**config.mk**
```make
export PLATFORM = sky130hd
export DESIGN_NAME = xm_wb_timer_flat
export DESIGN_NICKNAME = d
export VERILOG_FILES = /design/src/rtl/xm_wb_timer_if.sv /design/src/rtl/xm_wb_timer.sv /design/src/flat_wrapper.sv
export SDC_FILE = /design/constraint.sdc
export NUM_CORES = 1
export LEC_CHECK = 0
export CAP_MARGIN = 20
export CORE_MARGIN = 2
export CORE_UTILIZATION = 45
export CTS_BUF_LIST = sky130_fd_sc_hd__clkbuf_8
export DETAILED_ROUTE_END_ITERATION = 8
export MAX_ROUTING_LAYER = met4
export PLACE_DENSITY = 0.69
export SLEW_MARGIN = 40
export SYNTH_ARGS = -nofsm -noshare
export SYNTH_HDL_FRONTEND = slang
export SYNTH_SLANG_ARGS = --single-unit
```
**constraint.sdc**
```tcl
create_clock -name clk_i -period 3.66 [get_ports clk_i]
set_input_delay 1.098 -clock clk_i [delete_from_list [all_inputs] [get_ports clk_i]]
set_output_delay 1.098 -clock clk_i [all_outputs]
set_load 0.03 [all_outputs]
```
**src/rtl/xm_wb_timer_if.sv**
```systemverilog
// Wishbone responder bus bundle for xm_wb_timer.
// Signal names keep the classic _i/_o suffixes as seen from the responder side.
interface xm_wb_timer_if;
  logic        we_i;
  logic        stb_i;
  logic        cyc_i;
  logic [1:0]  sel_i;
  logic [14:0] adr_i;
  logic [15:0] dat_i;
  logic        ack_o;
  logic [15:0] dat_o;

  modport master (output we_i, stb_i, cyc_i, sel_i, adr_i, dat_i,
                  input  ack_o, dat_o);
  modport slave  (input  we_i, stb_i, cyc_i, sel_i, adr_i, dat_i,
                  output ack_o, dat_o);
endinterface

```
**src/rtl/xm_wb_timer.sv**
```systemverilog
// Wishbone 16-bit down-counting timer with prescaler, one-shot/auto-reload, sticky EXP.
// Optional XM_TIMER_IRQ_EN adds CTRL.IE and a registered level interrupt on irq_o.
module xm_wb_timer #(
  parameter logic [14:0] BASE_ADR   = 15'h7FF0,
  parameter logic [15:0] RST_RELOAD = 16'hFFFF
) (
  input  logic         clk_i,
  input  logic         rst_i,
  xm_wb_timer_if.slave bus,
  output logic         irq_o
);
  logic        en, auto_rl, ie, exp;
  logic [7:0]  pre, pre_cnt;
  logic [15:0] count, reload, rd_data;
  logic        hit, accept, wr, tick, expire, bus_wins, restart;
  logic        wr_ctrl, wr_count, wr_reload, clr_exp;

  function automatic logic [15:0] merge(input logic [15:0] old, input logic [15:0] d,
                                        input logic [1:0] sel);
    merge = {sel[1] ? d[15:8] : old[15:8], sel[0] ? d[7:0] : old[7:0]};
  endfunction

  assign hit       = bus.adr_i[14:2] == BASE_ADR[14:2];
  assign accept    = bus.cyc_i & bus.stb_i & hit & ~bus.ack_o;
  // sel_i == 0 writes are acked but count as no write at all
  assign wr        = accept & bus.we_i & (|bus.sel_i);
  assign wr_ctrl   = wr & (bus.adr_i[1:0] == 2'd0);
  assign wr_count  = wr & (bus.adr_i[1:0] == 2'd1);
  assign wr_reload = wr & (bus.adr_i[1:0] == 2'd2);
  assign clr_exp   = wr & (bus.adr_i[1:0] == 2'd3) & bus.sel_i[0] & bus.dat_i[0];
  assign restart   = wr_ctrl & bus.sel_i[0] & bus.dat_i[0];

  assign tick      = en & (pre_cnt == pre);
  assign expire    = tick & (count == 16'd0);
  assign bus_wins  = wr_ctrl | wr_count;

  always_comb begin
    rd_data = '0;
    case (bus.adr_i[1:0])
      2'd0: rd_data = {pre, 5'd0, ie, auto_rl, en};
      2'd1: rd_data = count;
      2'd2: rd_data = reload;
      2'd3: rd_data = {15'd0, exp};
      default: rd_data = '0;
    endcase
  end

  always_ff @(posedge clk_i) begin
    if (rst_i) begin
      bus.ack_o <= 1'b0;
      bus.dat_o <= '0;
      en        <= 1'b0;
      auto_rl   <= 1'b0;
      pre       <= '0;
      pre_cnt   <= '0;
      count     <= '0;
      reload    <= RST_RELOAD;
      exp       <= 1'b0;
    end else begin
      bus.ack_o <= accept;
      bus.dat_o <= (accept & ~bus.we_i) ? rd_data : '0;

      if (restart || !en || tick) pre_cnt <= '0;
      else                        pre_cnt <= pre_cnt + 8'd1;

      // A CTRL/COUNT write in a tick cycle wins over the tick's count/EN effect
      if (tick && !bus_wins) begin
        if (count != 16'd0) count <= count - 16'd1;
        else if (auto_rl)   count <= reload;
        else                en    <= 1'b0;
      end

      if (wr_ctrl) begin
        if (bus.sel_i[0]) begin
          en      <= bus.dat_i[0];
          auto_rl <= bus.dat_i[1];
        end
        if (bus.sel_i[1]) pre <= bus.dat_i[15:8];
      end
      if (wr_count)  count  <= merge(count, bus.dat_i, bus.sel_i);
      if (wr_reload) reload <= merge(reload, bus.dat_i, bus.sel_i);

      // set beats clear
      if (expire)       exp <= 1'b1;
      else if (clr_exp) exp <= 1'b0;
    end
  end

`ifdef XM_TIMER_IRQ_EN
  always_ff @(posedge clk_i) begin
    if (rst_i) begin
      ie    <= 1'b0;
      irq_o <= 1'b0;
    end else begin
      if (wr_ctrl && bus.sel_i[0]) ie <= bus.dat_i[2];
      irq_o <= exp & ie;
    end
  end
`else
  assign ie    = 1'b0;
  assign irq_o = 1'b0;
`endif
endmodule

```
**src/flat_wrapper.sv**
```systemverilog
// flat-port wrapper written by rule: the top's interface ports become plain ports
module xm_wb_timer_flat 
#(
  parameter logic [14:0] BASE_ADR   = 15'h7FF0,
  parameter logic [15:0] RST_RELOAD = 16'hFFFF
)
  (clk_i, rst_i, irq_o, bus_we_i, bus_stb_i, bus_cyc_i, bus_sel_i, bus_adr_i, bus_dat_i, bus_ack_o, bus_dat_o);
  xm_wb_timer_if bus_i ();
  input  logic clk_i;
  input  logic rst_i;
  output logic irq_o;
  input wire logic [$bits(bus_i.we_i)-1:0] bus_we_i;
  input wire logic [$bits(bus_i.stb_i)-1:0] bus_stb_i;
  input wire logic [$bits(bus_i.cyc_i)-1:0] bus_cyc_i;
  input wire logic [$bits(bus_i.sel_i)-1:0] bus_sel_i;
  input wire logic [$bits(bus_i.adr_i)-1:0] bus_adr_i;
  input wire logic [$bits(bus_i.dat_i)-1:0] bus_dat_i;
  output wire logic [$bits(bus_i.ack_o)-1:0] bus_ack_o;
  output wire logic [$bits(bus_i.dat_o)-1:0] bus_dat_o;
  assign bus_i.we_i = bus_we_i;
  assign bus_i.stb_i = bus_stb_i;
  assign bus_i.cyc_i = bus_cyc_i;
  assign bus_i.sel_i = bus_sel_i;
  assign bus_i.adr_i = bus_adr_i;
  assign bus_i.dat_i = bus_dat_i;
  assign bus_ack_o = bus_i.ack_o;
  assign bus_dat_o = bus_i.dat_o;
  xm_wb_timer #(.BASE_ADR(BASE_ADR), .RST_RELOAD(RST_RELOAD)) u_core (.clk_i(clk_i), .rst_i(rst_i), .bus(bus_i), .irq_o(irq_o));
endmodule
```
---- Word-level counts from Yosys, hierarchy flattened ----
Index checks and enable logic that the tools add are counted.
cells by class
  add/subtract/negate cells ............... 2
  $mul .................................... 0
  div/mod/pow operators ................... 0
  $lt $le $gt $ge ......................... 0
  equal/unequal tests ..................... 7
  shifts and indexed selects .............. 0
  mux-type cells .......................... 14
  bitwise logic cells ..................... 20
  reductions and logical operators ........ 20
operators with widths
  kind                                                                   count
  16-bit 2-to-1 mux                                                      4
  16-bit case mux with 4 select lines                                    1
  1-bit bitwise AND                                                      16
  16-bit zero test                                                       1
  8-bit 2-to-1 mux                                                       2
  16-bit nonzero test                                                    1
  16-bit by 1-bit subtractor with 16-bit output (second input constant)  1
  13-bit == test (second input constant)                                 1
  8-bit by 1-bit adder with 8-bit output (second input constant)         1
  8-bit == test                                                          1
  2-bit AND reduction                                                    4
  1-bit 2-to-1 mux                                                       7
  3-bit AND reduction                                                    2
  2-bit OR reduction                                                     3
  2-bit == test (second input constant)                                  2
  2-bit inequality test (second input constant)                          2
  2-bit nonzero test                                                     2
  1-bit inverter                                                         3
  3-bit nonzero test                                                     1
  2-bit by 1-bit == test with 1-bit output (second input constant)       1
  1-bit zero test                                                        2
  2-bit zero test                                                        1
  1-bit logical OR                                                       2
  1-bit logical AND                                                      1
  1-bit OR                                                               1
word-level totals
  register bits ........................... 68
  bits in latches ......................... 0
  bits in writable memories ............... 0
  memory bits (read-only) ................. 0
  input bits .............................. 38
  output and inout bits ................... 18
  memories kept ........................... 0

---- Logic depth before layout (Yosys ltp) ----
Gate-level depths: netlist (run 1).
  depth in word-level cells ............... 12
  gate-level depth with buffers ........... 9
  depth with buffers taken out ............ 8

---- Least setup slack after synthesis (run 1) ----
OpenSTA, ideal clock, no wires.
  kind .................................... input to register
  start point ............................. in bus_adr_i[2]
  end point ............................... reg u_core.count[15]
  data arrival time ....................... 2831 ps
  data required time ...................... 3528 ps
  path slack .............................. 697 ps
  stages .................................. 7
  cells stage by stage .................... nand2b_1 > or4_1 > nor4_4 > buf_2 > nor2_1 > a22oi_1 > a211oi_1
on the way
  word-level cells in the longest chain between the ends .. 11
  elaborated cells on any way between the ends .. 15
  those cells by class .................... eq/ne: 2; mux: 1; bitwise: 7; reduce/logical: 5
ends and longest elaborated chain
  what                                  line                                  source
  from (decl)                           flat_wrapper.sv:16                    input wire logic [$bits(bus_i.adr_i)-1:0] bus_adr_i;
  13-bit == test *                      xm_wb_timer.sv:23                     assign hit = bus.adr_i[14:2] == BASE_ADR[14:2];
  1-bit bitwise AND * (2 in a row)      xm_wb_timer.sv:24                     assign accept = bus.cyc_i & bus.stb_i & hit & ~bus.ack_o;
  1-bit bitwise AND * (2 in a row)      xm_wb_timer.sv:26                     assign wr = accept & bus.we_i & (|bus.sel_i);
  1-bit bitwise AND (on tied branches)  xm_wb_timer.sv:27, xm_wb_timer.sv:28
  1-bit OR                              xm_wb_timer.sv:35                     assign bus_wins = wr_ctrl | wr_count;
  1-bit zero test                       xm_wb_timer.sv:67                     if (tick && !bus_wins) begin
  1-bit logical AND                     xm_wb_timer.sv:67
  2-bit nonzero test (no line)          n/a
  3-bit AND reduction (no line)         n/a
  to (signal assigned)                  xm_wb_timer.sv:68                     if (count != 16'd0) count <= count - 16'd1;
  to (signal assigned)                  xm_wb_timer.sv:69                     else if (auto_rl) count <= reload;
  to (signal assigned)                  xm_wb_timer.sv:80                     if (wr_count) count <= merge(count, bus.dat_i, bus.sel_i);
  to (decl)                             xm_wb_timer.sv:14                     logic [15:0] count, reload, rd_data;
Mark *: on every way between the ends. The rest lies on a longest branch, timed or not.
A chain may end at the register's enable or synchronous reset.

---- Worst setup path in the final report (run 1) ----
  start point ............................. in bus_stb_i
  end point ............................... reg u_core.count[12]
on the way
  word-level cells in the longest chain between the ends .. 11
  elaborated cells on any way between the ends .. 15
  those cells by class .................... eq/ne: 1; mux: 1; bitwise: 8; reduce/logical: 5
ends and longest elaborated chain
  what                                  line                                  source
  from (decl)                           flat_wrapper.sv:13                    input wire logic [$bits(bus_i.stb_i)-1:0] bus_stb_i;
  1-bit bitwise AND * (3 in a row)      xm_wb_timer.sv:24
  1-bit bitwise AND * (2 in a row)      xm_wb_timer.sv:26
  1-bit bitwise AND (on tied branches)  xm_wb_timer.sv:27, xm_wb_timer.sv:28
  1-bit OR                              xm_wb_timer.sv:35
  1-bit zero test                       xm_wb_timer.sv:67
  1-bit logical AND                     xm_wb_timer.sv:67
  2-bit nonzero test (no line)          n/a
  3-bit AND reduction (no line)         n/a
Marks and branches as above.

==> results of run 1 <==
## through the flow
| step | instance area [um2] | worst slack, ps | power, mW | util (%) | instances |
|---|---|---|---|---|---|
| global route | 4340 | 368 | 1.47 | 56.8 | 583 |
| floorplan | 3500 | 697 | 0.793 | - | 426 |
| global placement | 4150 | 249 | 0.851 | 54.2 | 567 |
| finish | 4340 | 491 | 1.41 | 56.8 | 583 |
| detailed placement | 4160 | 142 | 0.851 | 54.3 | 567 |
| CTS | 4340 | 515 | 1.43 | 56.8 | 583 |
## final cells by class
type                       instances  share of cell area (%)
tap                              102                    2.94
sequential                        68                    31.3
timing repair buffer              69                    15.0
clock buffer                      11                    3.49
clock inverter                     5                   0.835
inverter                           5                   0.432
multi-input combinational        323                    45.9
## sequential cells by signal, summed over array words and instances (netlist names)
name              flops
u_core.en             1
u_core.count         16
u_core.reload        16
u_core.bus.dat_o     16
u_core.bus.ack_o      1
u_core.pre            8
u_core.pre_cnt        8
u_core.auto_rl        1
u_core.exp            1
## synthesized netlist by cell type (all sizes together)
master,instances
xnor2,10
nand3,13
clkbuf,21
a21o,1
nor3,15
o31ai,3
a31o,1
o32a,1
a31oi,5
a211oi,11
nor2b,4
ha,3
o31a,1
a311o,1
nand4,8
nand4b,3
and3,5
inv,5
conb,1
nand3b,16
mux4,1
a311oi,6
a211o,6
a21oi,18
a22oi,8
dfxtp,68
nor2,75
o21ai,3
buf,9
nand2b,3
mux2i,19
nand2,46
o22ai,1
o21bai,2
or4,6
nor4,7
o211a,1
or3,1
nor3b,1
or2,2
xor2,12
a2bb2oi,1
and2,2
## critical path, cell delays in order
cell and delay, ps:
clkdlybuf4s50_1 490, nand4b_1 120, or4_1 620, nor4_1 280, buf_4 190, o31ai_1 160, buf_4 230, o21bai_1 140
a31oi_1 60
## where the power goes
part | switching, mW | leakage (nW) | internal (mW)
registers | 0.00000267 | 0.548 | 0.739
logic | 0.0425 | 1.16 | 0.0532
clock network | 0.297 | 0.0876 | 0.282
## how the worst max path moves through the flow
stage / startpoint / endpoint / slack [ps] / cells past startpoint
6_report: bus_stb_i / u_core.count[12] / 490 / 9
5_1_grt: bus_cyc_i / u_core.count[9] / 370 / 8
4_1_cts: bus_stb_i / u_core.count[12] / 510 / 9
3_5_place_dp: bus_adr_i[3] / u_core.count[12] / 140 / 9
3_3_place_gp: bus_cyc_i / u_core.count[12] / 250 / 9
2_1_floorplan: bus_adr_i[2] / u_core.count[15] / 700 / 7
## placed cells by master (no fill, tap or decap), drive strengths merged, types with 2 or more instances in the layout
cell	instances
a211o	6
nor2	75
a311oi	6
ha	3
o21ai	3
or2	2
clkdlybuf4s50	54
o21bai	2
nand2	46
nand2b	3
clkinvlp	3
xnor2	10
nor4	7
nand3	13
nor3	15
a22oi	8
nor2b	4
and2	2
a31oi	5
buf	15
mux2i	19
clkbuf	11
or4	6
clkinv	2
inv	5
and3	5
a211oi	11
xor2	12
nand4b	3
a21oi	18
dfxtp	68
o31ai	3
nand4	8
nand3b	16
## per-layer routing
metal	vias to the layer above	share of wire, %	wire length, um
met5	-	0	0
met4	0	2.5	225
met3	18	6.5	587
met2	113	45	4050
met1	1573	46	4150
li1	1607	-	-
## logic make-up (layout without fill, tap and decap cells)
logic type / after synthesis / after routing / synth area share [%]
buffers and inverters: 35 / 90 / 4.65
muxes: 20 / 20 / 6.08
adders and majority gates: 3 / 3 / 1.07
DFF: 68 / 68 / 38.9
and+or+nand+nor: 207 / 207 / 29.1
AOI/OAI and AO/OA: 70 / 70 / 14.6
xor gates and xnor gates: 22 / 22 / 5.51
other: 1 / 1 / 0.107
==> impl_metrics.yaml, run 1 <==
grt:
  overflow: 0
  antenna_found_initial: 0
  grt_pass1_vias: 3064
  grtUsageMet3_pct: 5.75
  grt_use_total_pct: 23.0
  met2_usage_pct: 34.8
  grt_max_degree: 45
  grt_pass1_wl_mm: 15.0
  gr-usage-met1_pct: 29.8
  grt_most_used_layer: "met2"
logic_synthesis:
  synthCells: 426
  postSynthAreaPerCell_um2: 8.21
  yosysTopAreaCellShare_pct: 38.9
  synth_area_leader_cell: "dfxtp_1"
  synth_seq_area_share_pct: 38.9
  yosys_register_bits: 68
  synth_top_cells_by_area: "dfxtp_1 39%, nor2_1 8.0%, mux2i_1 5.4%"
  syn_nets: 467
  ys_warn_count: 0
  ys_types: 51
  netlist_area_um2: 3500
die:
  start_util_pct: 45.7
  die_h_um: 92.2
  core_um2: 7650
  io_pins: 56
  die_w_um: 92.2
  dieArea_um2: 8500
  core.rowCount: 32
clock_network:
  clk_latency_ps: 350
  htreeDepth: 3
  numCtsBuffers: 9
  cts_tree: "built"
  post-cts-setup-buffers: 0
  clockBufferDepth: 2
  cts_hold_buffers: 0
  cts-root-buf: "clkbuf_8"
  cts.sinks: 68
  cts_resized: 0
  clk_pin_slew_ps: 80
sta:
  slew_violations: 0
  max_freq_mhz: 316
  slew_headroom_pct: 51.6
  worstMarginPinSlew_ps: 720
  finalClockSkew_ps: 10.8
  finalCriticalPeriod_ps: 3170
  setup_viol: 0
  final_hold_viol_count: 0
  rsz0062_at_grt: "no"
  holdWs_ps: 491
  tns_ps: 0
  fin_crit_sh_pct: 86.6
finish:
  area_delta_synth_final_pct: 24.1
  fillers: 702
  fin_nets: 517
  final_layout_size_suffix_gt1_share_pct: 8.94
  antenna_cells: 0
  regArea_um2: 1360
  multiInputGateArea_um2: 1990
detailed_routing:
  via_count: 3311
  drc: 0
  drt_wl_total_mm: 9.01
  antenna_left: 0
  drtIter0Drc: 167
  dr.pass1.iters: 5
  viasPerCell: 5.68
  post_drt_wl_per_cell_um: 15.5
power:
  power_density_nw_per_um2: 326
  p_leak_nw: 1.80
  ir_drop_mv: 0.272
setup_path:
  path_class: "in -> reg"
  arrival_ps: 3400
  required_ps: 3890
  critPathCaptureType: "flip-flop"
  r2r_cells: 7
  worst-r2r-setup-slack_ps: 930
  crit_path_max_fanout: 11
  start_kind: "input pin"
  timing.rr.start: "u_core.count[7]"
  worstReg2RegEnd: "u_core.count[12]"
worst_hold_path:
  hp-class: "reg -> reg"
  whs_path_depth: 2
  min_to: "u_core.reload[10]"
  hp-start: "u_core.reload[10]"
placed_design:
  routabilityCongestion: 0.889
  port_buffers: 54
  hpwl_mm: 6.34
flow_run:
  drv_cap: 0
status:
  outcome: "finished, final reports clean"
Power figures use the tool's default switching activity.
==> run 2, diff against run 1 <==
--- a/config.mk
+++ b/config.mk
@@ -6,12 +6,14 @@
 export NUM_CORES = 1
 export LEC_CHECK = 0
 export CAP_MARGIN = 20
+export CELL_PAD_IN_SITES_DETAIL_PLACEMENT = 2
+export CELL_PAD_IN_SITES_GLOBAL_PLACEMENT = 2
 export CORE_MARGIN = 2
-export CORE_UTILIZATION = 45
+export CORE_UTILIZATION = 33
 export CTS_BUF_LIST = sky130_fd_sc_hd__clkbuf_8
 export DETAILED_ROUTE_END_ITERATION = 8
 export MAX_ROUTING_LAYER = met4
-export PLACE_DENSITY = 0.69
+export PLACE_DENSITY_LB_ADDON = 0.1
 export SLEW_MARGIN = 40
 export SYNTH_ARGS = -nofsm -noshare
 export SYNTH_HDL_FRONTEND = slang
==> run 2 against run 1 <==
Cell count up 5.7%. Die area up 35%. Critical path depth decreased by 1. Total power rose by 0.14%. Global-route usage is 0.35 points higher. Critical endpoint is now u_core.count[0]. Highest routed layer unchanged. Design area grew 1.5%. Sequential share of layout area decreased by 0.45 points. Clock skew decreased by 3.8 ps.
==> impl_metrics.yaml, run 2 (synthesis results as in run 1) <==
setup_path:
  critPathCaptureType: "flip-flop"
  worstReg2RegEnd: "u_core.count[0]"
  crit_path_max_fanout: 16
  critical_path.max_stage_delay_ps: 630
  r2r_cells: 6
  required_ps: 3870
  path_class: "in -> reg"
  worst-r2r-setup-slack_ps: 890
  arrival_ps: 3280
  slowest_stage: "or4_1"
  timing.rr.start: "u_core.count[7]"
  crit_chain: "clkdlybuf4s50_1 > nand4b_1 > or4_1 > nor4_1 > buf_4 > o31ai_4 > nor2_1 > a311oi_2"
  start_kind: "input pin"
detailed_routing:
  drt_wl_total_mm: 11.9
  via_count: 3344
  drtIter0Drc: 117
  drc: 0
  post_drt_wl_per_cell_um: 19.4
  antenna_left: 0
  viasPerCell: 5.43
  dr.pass1.iters: 4
clock_network:
  htreeDepth: 3
  clk_latency_ps: 370
  cts.sinks: 68
  post-cts-setup-buffers: 0
  clockBufferDepth: 2
  cts-root-buf: "clkbuf_8"
  cts_hold_buffers: 0
  numCtsBuffers: 9
  clk_pin_slew_ps: 70
  cts_resized: 0
  cts_tree: "built"
placed_design:
  hpwl_mm: 8.57
  port_buffers: 54
  placed_area_um2: 4230
  routabilityCongestion: 0.793
die:
  die_h_um: 107
  die_w_um: 107
  core.rowCount: 37
  core_um2: 10300
  io_pins: 56
  dieArea_um2: 11400
  start_util_pct: 33.9
power:
  pwr-share-clk_pct: 40.6
  p_sw_mw: 0.331
  ir_drop_mv: 0.245
  p_comb_share_pct: 7.2
  intPower_mw: 1.09
  p_leak_nw: 1.81
  switching_share_pct: 23.4
  share_seq_of_total_power_pct: 52.2
  power.total_mw: 1.42
  power_density_nw_per_um2: 321
sta:
  finalClockSkew_ps: 7.04
  fin_crit_sh_pct: 84.1
  worstMarginPinSlew_ps: 745
  rsz0062_at_grt: "no"
  slew_violations: 0
  finalCriticalPeriod_ps: 3080
  tns_ps: 0
  final_hold_viol_count: 0
  setup_viol: 0
  holdWs_ps: 493
  slew_headroom_pct: 50.2
  max_freq_mhz: 325
finish:
  final_layout_size_suffix_gt1_share_pct: 8.96
  fin_nets: 518
  reg_top3: "u_core.bus.dat_o: 16 flops, u_core.count: 16 flops, u_core.reload: 16 flops"
  finish.utilization_pct: 42.7
  final_cell_mix: "75 x nor2_1, 68 x dfxtp_1, 54 x clkdlybuf4s50_1"
  antenna_cells: 0
  fin_area_um2: 4410
  final_common_cell: "nor2_1"
  area_delta_synth_final_pct: 26.0
grt:
  overflow: 0
  grt_pass1_vias: 3686
  grt_use_total_pct: 23.4
  antenna_found_initial: 0
  grt_pass1_wl_mm: 19.9
  grt_max_degree: 25
flow_run:
  drv_cap: 0
worst_hold_path:
  min_to: "u_core.pre_cnt[0]"
  hp-start: "u_core.pre_cnt[0]"
  hp-class: "reg -> reg"
  whs_path_depth: 1
status:
  outcome: "finished, final reports clean"
[run 2: how the worst max path moves through the flow]
stage	from	end	cells past startpoint
global route	bus_stb_i	u_core.reload[6]	8
CTS	bus_stb_i	u_core.count[2]	8
detailed placement	bus_stb_i	u_core.count[0]	8
floorplan	bus_adr_i[2]	u_core.count[15]	7
finish	bus_stb_i	u_core.count[0]	8
global placement	bus_adr_i[2]	u_core.count[2]	8
[run 2: metal layers]
| metal | global-route usage, % | wire (um) | up-vias |
|---|---|---|---|
| li1 | - | - | 1602 |
| met1 | 29.1 | 5570 | 1670 |
| met2 | 38.3 | 5740 | 57 |
| met3 | 5.53 | 458 | 15 |
| met4 | 6.31 | 161 | 0 |
| met5 | - | 0 | - |
[run 2: cell type report]
cell class                 count  area [um2]
timing repair buffer          70         673
multi-input combinational    323        2010
inverter                       5        18.8
tap                          136         170
clock buffer                  12         165
sequential                    68        1360
clock inverter                 2        10.0
fill                        1172        5920
[run 2: stage by stage]
step	cells	setup slack, ps
after floorplan	426	697
after global placement	602	193
after detailed placement	602	212
after CTS	616	602
after global routing	616	470
final	616	583
[run 2: worst max-delay path, delay by kind of cell]
family                 cells  cell delay, ps
AND/OR/NAND/NOR            4            1250
buffers and inverters      2             700
AO/OA/AOI/OAI              2             230
[run 2: power by group through the flow]
stage	combinational, mW	clock, mW	sequential (mW)
3_5_place_dp	0.102	0	0.756
2_1_floorplan	0.0363	0	0.756
5_1_grt	0.110	0.625	0.739
4_1_cts	0.103	0.598	0.739
6_report	0.102	0.575	0.740
3_3_place_gp	0.0997	0	0.756
==> run 3, diff against run 2 <==
==> constraint.sdc (replaced) <==
create_clock -name clk_i -period 3 [get_ports clk_i]
set_input_delay 0.9 -clock clk_i [delete_from_list [all_inputs] [get_ports clk_i]]
set_output_delay 0.9 -clock clk_i [all_outputs]
set_load 0.03 [all_outputs]
==> run 3 against run 2 <==
Core utilization grew 2.1 points. Highest routed layer unchanged. Wire length grew 6.3%. Die area is the same. Combinational power grew 26%. Total power grew 26%.
==> impl_metrics.yaml, run 3 (synthesis results as in run 1) <==
status:
  outcome: "finished, final reports clean"
setup_path:
  start_kind: "input pin"
  arrival_ps: 3220
  crit_chain: "clkdlybuf4s50_1 > nand4b_1 > or4_4 > buf_4 > nor4_4 > buf_6 > nand2_1 > a311oi_2"
  worst-r2r-setup-slack_ps: 230
  path_class: "in -> reg"
  slowest_stage: "or4_4"
  timing.rr.start: "u_core.count[8]"
  crit_path_max_fanout: 6
  critical_path.max_stage_delay_ps: 570
  required_ps: 3280
  critPathCaptureType: "flip-flop"
  worstReg2RegEnd: "u_core.count[5]"
  r2r_cells: 6
finish:
  final_layout_size_suffix_gt1_share_pct: 13.0
  reg_top3: "u_core.bus.dat_o: 16 flops, u_core.count: 16 flops, u_core.reload: 16 flops"
  fin_area_um2: 4620
  final_cell_mix: "75 x nor2_1, 68 x dfxtp_1, 54 x clkdlybuf4s50_1"
  antenna_cells: 0
  fin_nets: 535
  fillers: 1144
  area_delta_synth_final_pct: 32.1
  final_common_cell: "nor2_1"
  finish.utilization_pct: 44.8
placed_design:
  hpwl_mm: 8.87
  placed_area_um2: 4380
  pre_cts_slack_ps: -324
  routabilityCongestion: 0.793
  port_buffers: 54
detailed_routing:
  viasPerCell: 5.40
  drc: 0
  drtIter0Drc: 80
  antenna_left: 0
  via_count: 3426
  drt_wl_total_mm: 12.7
  dr.pass1.iters: 4
  post_drt_wl_per_cell_um: 20.0
sta:
  final_hold_viol_count: 0
  slew_headroom_pct: 49.2
  max_freq_mhz: 341
  worstMarginPinSlew_ps: 762
  setup_slack_ps: 64.9
  slew_violations: 0
  finalClockSkew_ps: 8.46
  holdWs_ps: 493
  setup_viol: 0
  fin_crit_sh_pct: 97.8
  finalCriticalPeriod_ps: 2940
power:
  power_density_nw_per_um2: 386
  p_leak_nw: 1.92
  ir_drop_mv: 0.245
die:
  core.rowCount: 37
  start_util_pct: 33.9
  die_h_um: 107
  core_um2: 10300
  dieArea_um2: 11400
  die_w_um: 107
  io_pins: 56
clock_network:
  cts_tree: "built"
  clk_pin_slew_ps: 80
  clockBufferDepth: 2
  htreeDepth: 3
  cts.sinks: 68
  clk_latency_ps: 370
  numCtsBuffers: 9
  cts-root-buf: "clkbuf_8"
worst_hold_path:
  hp-start: "u_core.reload[8]"
  min_to: "u_core.reload[8]"
  whs_path_depth: 2
  hp-class: "reg -> reg"
flow_run:
  drv_cap: 0
grt:
  grt_pass1_wl_mm: 20.6
  grt_pass1_vias: 3777
  overflow: 0
  grt_max_degree: 40
  grt_use_total_pct: 24.0
  antenna_found_initial: 0
[run 3: metal layers]
metal  global-route usage (%)  wire [um]
met3                     5.05        359
met2                     41.6       6280
met4                     4.73        123
met1                     29.1       5920
met5                        -          0
[run 3: worst max path at each step]
stage,startpoint,end,slack (ps),cells past startpoint
after detailed placement,bus_cyc_i,u_core.count[5],-320,8
final,bus_stb_i,u_core.count[5],60,8
after floorplan,bus_adr_i[2],u_core.count[15],230,7
after CTS,bus_cyc_i,u_core.count[5],60,8
after global routing,bus_stb_i,u_core.count[5],-40,8
after global placement,bus_adr_i[3],u_core.count[14],-290,8
[run 3: power by group]
group / internal (mW) / switching (mW)
registers: 0.902 / 0.00000349
logic: 0.0692 / 0.0603
clock network: 0.374 / 0.380
[run 3: cell type report]
| type | count | area, um2 | area share (%) |
|---|---|---|---|
| clock buffer | 9 | 124 | 2.68 |
| clock inverter | 7 | 60.1 | 1.30 |
| inverter | 5 | 18.8 | 0.406 |
| multi-input combinational | 323 | 2040 | 44.2 |
| sequential | 68 | 1360 | 29.5 |
| tap | 136 | 170 | 3.68 |
| timing repair buffer | 87 | 842 | 18.2 |
[run 3: worst max-delay path: cells and delay by family]
kind | cells | cell delay (ps)
AO/OA/AOI/OAI | 1 | 280
buffers and inverters | 3 | 870
AND/OR/NAND/NOR | 4 | 1150
[run 3: timing repair]
item | 4_1_cts | 5_1_grt
setup endpoints to repair | 0 | 11
buffers inserted | 0 | 1
hold buffers | 0 | 0
resized for setup | 0 | 11
[run 3: per-stage QoR]
stage / cells / TNS, ps / power, mW
detailed placement: 617 / -6660 / 1.05
CTS: 633 / 0 / 1.80
floorplan: 426 / 0 / 0.967
finish: 635 / 0 / 1.78
global placement: 617 / -3470 / 1.05
global route: 635 / -232 / 1.85
==> variant: new RTL, flow settings as in run 2 <==
Build with the macro `XM_TIMER_IRQ_EN` defined.
--- a/src/rtl/xm_wb_timer.sv
+++ b/src/rtl/xm_wb_timer.sv
@@ -1,5 +1,7 @@
 // Wishbone 16-bit down-counting timer with prescaler, one-shot/auto-reload, sticky EXP.
 // Optional XM_TIMER_IRQ_EN adds CTRL.IE and a registered level interrupt on irq_o.
+`define XM_TIMER_IRQ_EN
+
 module xm_wb_timer #(
   parameter logic [14:0] BASE_ADR   = 15'h7FF0,
   parameter logic [15:0] RST_RELOAD = 16'hFFFF
Function: changed (a bounded check fails within 4 cycles, from zero or initial values and one cycle with rst_i high).
==> variant against run 2 <==
- routed wire length grew 17%
- area after synthesis increased by 11%
- cell area grew 8.8%
- highest routed layer unchanged
- setup slack lost 80 ps
- sequential cell count up 2
- power is 4.2% higher
- core utilization shrank 0.89 points
- largest power group unchanged
==> variant: results (changes against run 2) <==
metric	value	unit	change
drt pass-1 iters	4		unchanged
largest cells by area after synthesis	dfxtp_1 36%, mux2i_1 8.8%, nor2_1 4.9%, a21oi_1 3.9%, a31o_2 3.8%		
VDD IR max	0.0001990	V	-19%
met1 Use GR	30.14	%	+1.1 points
dpl cells	627		+4.2%
Buffers, non-clock	78		+11%
clk_skew	10.74	ps	+3.700 ps
hold_sp	u_core.reload[3]$_SDFFE_PP1P_		
first-pass GRT wire length	22230	um	+12%
reg2reg start	u_core.count[0]$_SDFFE_PP0P_		
largest fanout on the critical path	9		-7
R2R Path End	u_core.count[9]$_SDFFE_PP0P_		
vias in the first global route	3967		+7.6%
I/O Buffers	55		+1.9%
CP max stage delay	580	ps	-50 ps
Seq/Total Area, Yosys	36.12	%	-2.8 points
Hold EP	u_core.reload[3]$_SDFFE_PP1P_		
wire per inst	21.73	um	+12%
vias per cell	5.875		+8.2%
Non-clk invs	8		+3
Multi-In Gates	328		+1.5%
total number of vias	3760		+12%
Net Count, Synth	485		+3.9%
Worst Hold Margin	492.1	ps	-1.414 ps
# clock sinks	70		+2.9%
FF-to-FF setup slack	780	ps	-110 ps
status	completed		
fin nets	536		+3.5%
Slew @ Worst Pin	670.2	ps	-75.25 ps
clk tree area frac	3.680	%	-0.29 points
Seq area share	29.24	%	-1.7 points
worst r2r path cells	8		+2
CP Launch Point	bus_adr_i[12]		
Root Buffer	clkbuf_8		
Critical Path AT	3410	ps	+130 ps
share of cells above drive strength 1	13.68	%	+4.7 points
top cells by count, synth	70 x dfxtp_1, 51 x nor2_1, 34 x mux2i_1		
detailed router's first-iteration violation count	191		+63%
largest net degree at the start of global routing	26		+4.0%
M2 GR Usage	37.07	%	-1.2 points
# fillers	1301		+11%
buffer share of cell area	15.09	%	-0.19 points
number of clock-tree buffers in the layout	10		-2
hpwl dp	10090	um	+18%
Pleak	1.940	nW	+7.1%
Multi-input gate area	0.002283	mm^2	+14%
Tot GR Track Use	23.21	%	-0.19 points
Final GP Congestion	0.8582		+8.3%
==> variant: metrics by stage <==
step	worst slack, ps	util (%)	power, mW	cell area (um^2)
floorplan	969.1	-	0.8153	3880
global placement	265.5	40.22	0.8807	4612
detailed placement	198.9	40.26	0.8839	4617
CTS	561.3	41.80	1.503	4793
global route	384.7	41.80	1.543	4793
finish	503.6	41.80	1.477	4793
==> variant: kinds of logic after synthesis <==
family	count (synthesis)	synth area share [%]
flip-flops	70	36.12
XOR/XNOR	16	3.612
AO/OA/AOI/OAI	123	23.41
multiplexers	38	10.22
AND/OR/NAND/NOR	148	20.38
buffers and inverters	46	5.288
adder cells (fa/ha/maj)	3	0.9675
==> variant: power breakdown <==
| part | switching, mW | internal [mW] |
|---|---|---|
| sequential | 0.00000253 | 0.761 |
| combinational | 0.0510 | 0.0535 |
| clock | 0.292 | 0.319 |
==> variant: metal layers <==
metal | vias up | wire length [um]
met2 | 76 | 6658
met5 | - | 0
met4 | 0 | 210
met1 | 1903 | 6521
met3 | 18 | 513
li1 | 1763 | -
